--- src/rtl/fifo_wr_arbiter_if.sv ---
// Bundle between N requesters, the write arbiter and the FIFO write port.
// A beat moves on a cycle where req_valid[i] and req_ready[i] are both high; wr_en only pulses on such a cycle.
interface fifo_wr_arbiter_if #(
  parameter int DATA_WIDTH = 8,
  parameter int NUM_REQ    = 4,
  parameter int MAX_BURST  = 4
);
  localparam int PTR_W = $clog2(NUM_REQ);
  localparam int CNT_W = (MAX_BURST > 1) ? $clog2(MAX_BURST) : 1;

  logic [NUM_REQ-1:0]            req_valid;
  logic [NUM_REQ*DATA_WIDTH-1:0] req_data;
  logic [NUM_REQ-1:0]            req_ready;
  logic                          full;
  logic                          wr_en;
  logic [DATA_WIDTH-1:0]         wr_data;
  logic [NUM_REQ-1:0]            grant;
  logic                          busy;
  // Internal state mirrored out for observation.
  logic                          dbg_state;
  logic [PTR_W-1:0]              dbg_rr_ptr;
  logic [CNT_W-1:0]              dbg_beat_cnt;

  modport master (
    output req_valid, req_data, full,
    input  req_ready, wr_en, wr_data, grant, busy, dbg_state, dbg_rr_ptr, dbg_beat_cnt
  );

  modport slave (
    input  req_valid, req_data, full,
    output req_ready, wr_en, wr_data, grant, busy, dbg_state, dbg_rr_ptr, dbg_beat_cnt
  );
endinterface

--- src/rtl/fifo_wr_arbiter.sv ---
// Round-robin burst arbiter: grants one requester at a time for up to MAX_BURST
// beats into a single FIFO write port, holding the grant through FIFO-full backpressure.
module fifo_wr_arbiter #(
  parameter int DATA_WIDTH = 8,
  parameter int NUM_REQ    = 4,
  parameter int MAX_BURST  = 4
) (
  input  logic               clk,
  input  logic               rst,
  fifo_wr_arbiter_if.slave   bus
);
  localparam int PTR_W = $clog2(NUM_REQ);
  localparam int CNT_W = (MAX_BURST > 1) ? $clog2(MAX_BURST) : 1;
  localparam logic [PTR_W-1:0] LAST_IDX  = PTR_W'(NUM_REQ - 1);
  localparam logic [CNT_W-1:0] LAST_BEAT = CNT_W'(MAX_BURST - 1);

  typedef enum logic {IDLE = 1'b0, BURST = 1'b1} state_t;

  state_t               state_q, state_d;
  logic [PTR_W-1:0]     rr_ptr_q, rr_ptr_d;
  logic [PTR_W-1:0]     gidx_q, gidx_d;
  logic [NUM_REQ-1:0]   grant_q, grant_d;
  logic [CNT_W-1:0]     beat_cnt_q, beat_cnt_d;

  logic [PTR_W-1:0]     sel_idx;
  logic                 sel_found;
  logic [PTR_W-1:0]     cand_idx;
  int                   cand;
  logic [PTR_W-1:0]     data_idx;
  logic [DATA_WIDTH-1:0] wr_data_c;
  logic                 g_valid;
  logic                 wr_en_c;
  logic [NUM_REQ-1:0]   req_ready_c;

  // First valid requester at or after rr_ptr, wrapping modulo NUM_REQ.
  always_comb begin
    sel_idx   = rr_ptr_q;
    sel_found = 1'b0;
    cand      = 0;
    cand_idx  = '0;
    for (int k = 0; k < NUM_REQ; k++) begin
      cand = int'(rr_ptr_q) + k;
      if (cand >= NUM_REQ) cand = cand - NUM_REQ;
      cand_idx = PTR_W'(cand);
      if (!sel_found && bus.req_valid[cand_idx]) begin
        sel_found = 1'b1;
        sel_idx   = cand_idx;
      end
    end
  end

  // Outside a burst the write port shows requester 0; wr_en is low then anyway.
  always_comb begin
    data_idx  = (state_q == BURST) ? gidx_q : '0;
    wr_data_c = '0;
    for (int i = 0; i < NUM_REQ; i++) begin
      if (data_idx == PTR_W'(i)) wr_data_c = bus.req_data[i*DATA_WIDTH +: DATA_WIDTH];
    end
  end

  assign g_valid = bus.req_valid[gidx_q];

  always_comb begin
    state_d     = state_q;
    rr_ptr_d    = rr_ptr_q;
    gidx_d      = gidx_q;
    grant_d     = grant_q;
    beat_cnt_d  = beat_cnt_q;
    wr_en_c     = 1'b0;
    req_ready_c = '0;
    case (state_q)
      IDLE: begin
        grant_d    = '0;
        beat_cnt_d = '0;
        if (sel_found) begin
          state_d = BURST;
          gidx_d  = sel_idx;
          grant_d = NUM_REQ'(1) << sel_idx;
        end
      end
      BURST: begin
        req_ready_c[gidx_q] = ~bus.full;
        wr_en_c             = g_valid & ~bus.full;
        // A stalled (full) cycle neither ends the burst nor counts a beat.
        if (!g_valid || (wr_en_c && (beat_cnt_q == LAST_BEAT))) begin
          state_d    = IDLE;
          grant_d    = '0;
          beat_cnt_d = '0;
          rr_ptr_d   = (gidx_q == LAST_IDX) ? '0 : gidx_q + PTR_W'(1);
        end else if (wr_en_c) begin
          beat_cnt_d = beat_cnt_q + CNT_W'(1);
        end
      end
      default: state_d = IDLE;
    endcase
  end

  always_ff @(posedge clk) begin
    if (rst) begin
      state_q    <= IDLE;
      rr_ptr_q   <= '0;
      gidx_q     <= '0;
      grant_q    <= '0;
      beat_cnt_q <= '0;
    end else begin
      state_q    <= state_d;
      rr_ptr_q   <= rr_ptr_d;
      gidx_q     <= gidx_d;
      grant_q    <= grant_d;
      beat_cnt_q <= beat_cnt_d;
    end
  end

  assign bus.req_ready    = req_ready_c;
  assign bus.wr_en        = wr_en_c;
  assign bus.wr_data      = wr_data_c;
  assign bus.grant        = grant_q;
  assign bus.busy         = (state_q == BURST);
  assign bus.dbg_state    = state_q;
  assign bus.dbg_rr_ptr   = rr_ptr_q;
  assign bus.dbg_beat_cnt = beat_cnt_q;
endmodule

--- src/flat_wrapper.sv ---
// flat-port wrapper written by rule: the top's interface ports become plain ports
module fifo_wr_arbiter_flat 
#(
  parameter int DATA_WIDTH = 8,
  parameter int NUM_REQ    = 4,
  parameter int MAX_BURST  = 4
)
  (clk, rst, bus_req_valid, bus_req_data, bus_full, bus_req_ready, bus_wr_en, bus_wr_data, bus_grant, bus_busy, bus_dbg_state, bus_dbg_rr_ptr, bus_dbg_beat_cnt);
  fifo_wr_arbiter_if #(.DATA_WIDTH(DATA_WIDTH), .NUM_REQ(NUM_REQ), .MAX_BURST(MAX_BURST)) bus_i ();
  input  logic clk;
  input  logic rst;
  input wire logic [$bits(bus_i.req_valid)-1:0] bus_req_valid;
  input wire logic [$bits(bus_i.req_data)-1:0] bus_req_data;
  input wire logic [$bits(bus_i.full)-1:0] bus_full;
  output wire logic [$bits(bus_i.req_ready)-1:0] bus_req_ready;
  output wire logic [$bits(bus_i.wr_en)-1:0] bus_wr_en;
  output wire logic [$bits(bus_i.wr_data)-1:0] bus_wr_data;
  output wire logic [$bits(bus_i.grant)-1:0] bus_grant;
  output wire logic [$bits(bus_i.busy)-1:0] bus_busy;
  output wire logic [$bits(bus_i.dbg_state)-1:0] bus_dbg_state;
  output wire logic [$bits(bus_i.dbg_rr_ptr)-1:0] bus_dbg_rr_ptr;
  output wire logic [$bits(bus_i.dbg_beat_cnt)-1:0] bus_dbg_beat_cnt;
  assign bus_i.req_valid = bus_req_valid;
  assign bus_i.req_data = bus_req_data;
  assign bus_i.full = bus_full;
  assign bus_req_ready = bus_i.req_ready;
  assign bus_wr_en = bus_i.wr_en;
  assign bus_wr_data = bus_i.wr_data;
  assign bus_grant = bus_i.grant;
  assign bus_busy = bus_i.busy;
  assign bus_dbg_state = bus_i.dbg_state;
  assign bus_dbg_rr_ptr = bus_i.dbg_rr_ptr;
  assign bus_dbg_beat_cnt = bus_i.dbg_beat_cnt;
  fifo_wr_arbiter #(.DATA_WIDTH(DATA_WIDTH), .NUM_REQ(NUM_REQ), .MAX_BURST(MAX_BURST)) u_core (.clk(clk), .rst(rst), .bus(bus_i));
endmodule
--- config.mk ---
export PLATFORM = sky130hd
export DESIGN_NAME = fifo_wr_arbiter_flat
export DESIGN_NICKNAME = d
export VERILOG_FILES = /design/src/rtl/fifo_wr_arbiter_if.sv /design/src/rtl/fifo_wr_arbiter.sv /design/src/flat_wrapper.sv
export SDC_FILE = /design/constraint.sdc
export NUM_CORES = 1
export LEC_CHECK = 0
export CELL_PAD_IN_SITES_DETAIL_PLACEMENT = 0
export CELL_PAD_IN_SITES_GLOBAL_PLACEMENT = 2
export CORE_MARGIN = 2
export CORE_UTILIZATION = 18
export DETAILED_ROUTE_END_ITERATION = 12
export PLACE_DENSITY_LB_ADDON = 0.1
export SETUP_SLACK_MARGIN = 0.3
export SLEW_MARGIN = 20
export SYNTH_ARGS = -nofsm -noshare
export SYNTH_HDL_FRONTEND = slang
export SYNTH_SLANG_ARGS = --single-unit
--- constraint.sdc ---
create_clock -name clk -period 2 [get_ports clk]
set_input_delay 0.6 -clock clk [delete_from_list [all_inputs] [get_ports clk]]
set_output_delay 0.6 -clock clk [all_outputs]
set_load 0.01 [all_outputs]
# Yosys cells after proc, flatten, opt, wreduce, memory -nomap -nowiden

Cells that the tools add are included.

Latch bits: 0
Memories kept: 0
Bits in read-only memories: 0
Input port bits: 39
Logic and storage cells: 90
Register bits after elaboration: 11
Memory bits (writable): 0
Output and inout bits: 23

Shifts and indexed selects: 1
Multiplexer cells: 41
$lt $le $gt $ge: 10
Eq/ne operators: 7
Add/sub/neg operators: 9
Reduce and logical (&&, ||, !) cells: 13
Bitwise gates (word level): 4
Div/mod/pow operators: 0
Multiply operators: 0

Operator list:

| kind                  | number |
|---|---|
| $mux W8               | 4 |
| $mux W2               | 12 |
| $lt A2 B3 Y1 const B  | 5 |
| $mux W1               | 13 |
| $mux W4               | 3 |
| $bmux W1 S2           | 5 |
| $ge A3 B3 Y1 const B  | 3 |
| $eq A2 B2 Y1 const B  | 4 |
| $pmux W4 S2           | 1 |
| $sub A2 B1 Y2 const B | 4 |
| $add A2 B2 Y3 const B | 2 |
| $logic_and A1 B1 Y1   | 5 |
| $add A2 B1 Y2 const B | 2 |
| $and A4 B4 Y4         | 1 |
| $logic_not A1 Y1      | 4 |
| $pmux W2 S2           | 1 |
| $reduce_and A2 Y1     | 2 |
| $shl A1 B2 Y4 const A | 1 |
| $add A2 B1 Y3 const B | 1 |
| $ge A2 B3 Y1 const B  | 1 |
| $ne A3 B3 Y1 const B  | 1 |
| $demux W1 S2          | 1 |
| $eq A2 B1 Y1 const B  | 1 |
| $ge A2 B1 Y1 const B  | 1 |
| other kinds (6)       | 7 |

# Longest topological paths before layout

Depth after elaboration: 17
Gate-level depth with buffers: 6
Gate-level depth less buffers: 5

# Worst setup path after synthesis

OpenSTA, ideal clock, no wires.

Kind: input port to output port
Start: input port bus_req_valid[3]
End: output port bus_wr_en
Setup slack: 80 ps
Data arrival time: 1320 ps
Required time: 1400 ps
Stages: 2
Path through: mux4_2 -> and2_1

Cells in the longest elaborated chain, start to end: 4

Ends and longest elaborated chain:

| element                       | line                  | text |
|---|---|---|
| start: declaration            | flat_wrapper.sv:12    | `input wire logic [$bits(bus_i.req_valid)-1:0] bus_req_valid;` |
| $bmux W1 S2                   | fifo_wr_arbiter.sv:61 | `assign g_valid = bus.req_valid[gidx_q];` |
| $mux W1 (not written as such) | fifo_wr_arbiter.sv:61 |  |
| $and A1 B1 Y1                 | fifo_wr_arbiter.sv:83 | `wr_en_c = g_valid & ~bus.full;` |
| $mux W1                       | fifo_wr_arbiter.sv:71 | `case (state_q)` |
| end: declaration              | flat_wrapper.sv:16    | `output wire logic [$bits(bus_i.wr_en)-1:0] bus_wr_en;` |

No other way between the ends. The select of a mux whose other input is x is not followed.

# Final worst setup path

Ends and elaborated chain as after synthesis.

==> impl_metrics.json <==
{
  "status": "finished with violations",
  "failed_checks": "setup timing",
  "dp_slack_ps": -844,
  "cts_buffer_depth": 2,
  "ys_ff_latch": 11,
  "ys_types": 32,
  "tritoncts": "built",
  "dp_hpwl_um": 2670,
  "arrival_ps": 1460,
  "slew_violations": 0,
  "ys_seq_area_frac": 0.227,
  "grt_pass1_wl_um": 6240,
  "die_h_um": 77.5,
  "overflow": 0,
  "p_leak_uw": 0.000893,
  "power.density_nw_per_um2": 469,
  "setup_viol": 4,
  "dpl.cell_count": 263,
  "clkTransAtPathRegs_ps": 50,
  "synth_fp_nets": 167,
  "cts_hold_buf": 0,
  "slew_headroom": 0.708,
  "max_cap_violations": 0,
  "cts_buffers": 3,
  "layout_commonest_cell": "dlygate4sd2_1",
  "first_iter_violations": 30,
  "p_sw_uw": 296,
  "tns_ps": -82.5,
  "fin_cells": 272,
  "crit_fanout": 2,
  "firstDrtPassIters": 4,
  "synth_warnings": 0,
  "drive_above_1_share": 0.411,
  "ant_nets": 0,
  "clkSinkCount": 11,
  "skew_ps": 8.22,
  "synth_area_um2": 972,
  "start_util": 0.188,
  "max-vdd-ir-drop_mv": 0.294,
  "grt_setup_unrepaired": "true",
  "antenna_found_initial": 0,
  "grt_max_degree": 18,
  "wl_per_cell_um": 14.0,
  "power_uw": 924,
  "period_minus_slack_ps": 2060,
  "insertion_delay_ps": 240,
  "switching_share": 0.321,
  "die-area_um2": 6000,
  "diodes": 0,
  "path_class": "in2out",
  "hold_viol_final": 0,
  "pwr-share-clk": 0.235,
  "crit_required_ps": 1400,
  "cts-root-buf": "clkbuf_8",
  "layout_common_cells": "42 x dlygate4sd2_1, 16 x buf_4, 11 x a21oi_1, 11 x buf_2",
  "worst_setup_path_start_kind": "input port",
  "timing.final.crit_share": 1.03,
  "viasPerCell": 4.46,
  "gr-usage-all-layers": 0.126,
  "internal-power_uw": 628,
  "seqPwrFrac": 0.278,
  "core_area_um2": 5170,
  "tightest_slew_ps": 436,
  "rows": 26,
  "drc": 0,
  "fmax_ghz": 0.486,
  "synthCells": 123,
  "place_congestion": 0.714,
  "avgSynthCellArea_um2": 7.90,
  "num_io_pins": 62,
  "hp-class": "reg2reg",
  "vias": 1212,
  "final_nets": 247,
  "syn_to_final_growth_pct": 103,
  "setup_slack_ps": -57.4,
  "end_kind": "output pin",
  "portBuffers": 61,
  "drt_wl_total_um": 3820,
  "die_x_um": 77.5,
  "grt_pass1_vias": 1285,
  "htreeDepth": 1,
  "power_frac_comb": 0.487
}
## stage by stage
step	cell area, um2	util	hold slack [ps]
after floorplan	995	-	481
after global placement	1800	0.349	444
after detailed placement	1800	0.349	449
after CTS	1920	0.371	455
after global routing	1970	0.381	477
final	1970	0.381	454
## cell usage after synthesis
master	number	area (um2)
nor2b_1	5	31.3
o22ai_1	8	50.1
nand4_1	1	6.26
and3_4	1	11.3
a2bb2oi_1	1	8.76
a21o_1	1	7.51
ha_1	5	62.6
nand2b_1	1	6.26
buf_6	1	11.3
buf_4	1	7.51
mux2_2	8	90.1
buf_2	1	5.00
a32oi_1	1	8.76
nor3_1	5	25.0
clkbuf_1	4	15.0
nor2_1	9	33.8
a211oi_2	1	12.5
nand3b_1	9	67.6
nor3b_1	2	15.0
inv_1	1	3.75
o21ai_0	9	45.0
dfxtp_1	11	220
mux4_2	1	22.5
nand2_1	9	33.8
and3b_1	1	8.76
or4_1	1	7.51
and2_1	5	31.3
mux2i_1	2	20.0
or3_1	1	6.26
a21boi_4	1	18.8
a21oi_1	15	75.1
inv_2	1	3.75
## worst paths after layout
| path | endpoint | cells past startpoint | from | slack (ps) |
|---|---|---|---|---|
| max reg2reg | u_core.bus.dbg_rr_ptr[1]$_SDFFE_PP0P_ | 5 | u_core.gidx_q[0]$_SDFFE_PP0P_ | 390 |
| min reg2reg | u_core.bus.grant[2]$_SDFFE_PP0P_ | 2 | u_core.bus.grant[2]$_SDFFE_PP0P_ | 450 |
| min | u_core.bus.grant[2]$_SDFFE_PP0P_ | 2 | u_core.bus.grant[2]$_SDFFE_PP0P_ | 450 |
| max | bus_wr_en | 4 | bus_req_valid[3] | -60 |
## critical path, cell delays in order
cell    delay (ps)
buf_6           90
mux4_2         490
and2_4         160
buf_6          110
## power by group through the flow
stage | logic, uW | clock network [uW] | registers (uW)
after floorplan | 188 | 0 | 259
after global placement | 425 | 0 | 258
after detailed placement | 431 | 0 | 259
after CTS | 436 | 229 | 256
after global routing | 487 | 243 | 260
final | 450 | 217 | 257
## logic make-up after synthesis
logic type               share of synthesized area
AO/OA/AOI/OAI                                0.233
adder cells (fa/ha/maj)                     0.0644
buffers and inverters                       0.0476
flip-flops                                   0.227
multiplexers                                 0.136
AND/OR/NAND/NOR                              0.292
## final cells by class
type	instances	area [um2]
sequential	11	231
clock inverter	1	5.00
fill	543	3200
multi-input combinational	103	856
inverter	2	7.51
tap	70	87.6
timing repair buffer	82	743
clock buffer	3	41.3
## what timing repair did
action / 4_1_cts / 5_1_grt
pin swaps: 21 / 4
gates cloned: 1 / 0
resized for setup: 154 / 14
hold endpoints to repair: 0 / 0
buffers inserted: 4 / 0
setup endpoints to repair: 34 / 19
## state kept, by name (all words and copies together), names as in the netlist
signal	flops
u_core.bus.dbg_rr_ptr	2
u_core.bus.busy	1
u_core.bus.grant	4
u_core.gidx_q	2
u_core.bus.dbg_beat_cnt	2
## routing by layer
layer  part of all wire  track usage  vias to the layer above
li1                   -            -                      612
met1               0.47        0.164                      561
met4                  0       0.0214                        0
met5                  0            0                        -
met3              0.054       0.0209                        0
met2               0.48        0.222                       39
No activity file was read; power rests on OpenSTA's default activity.
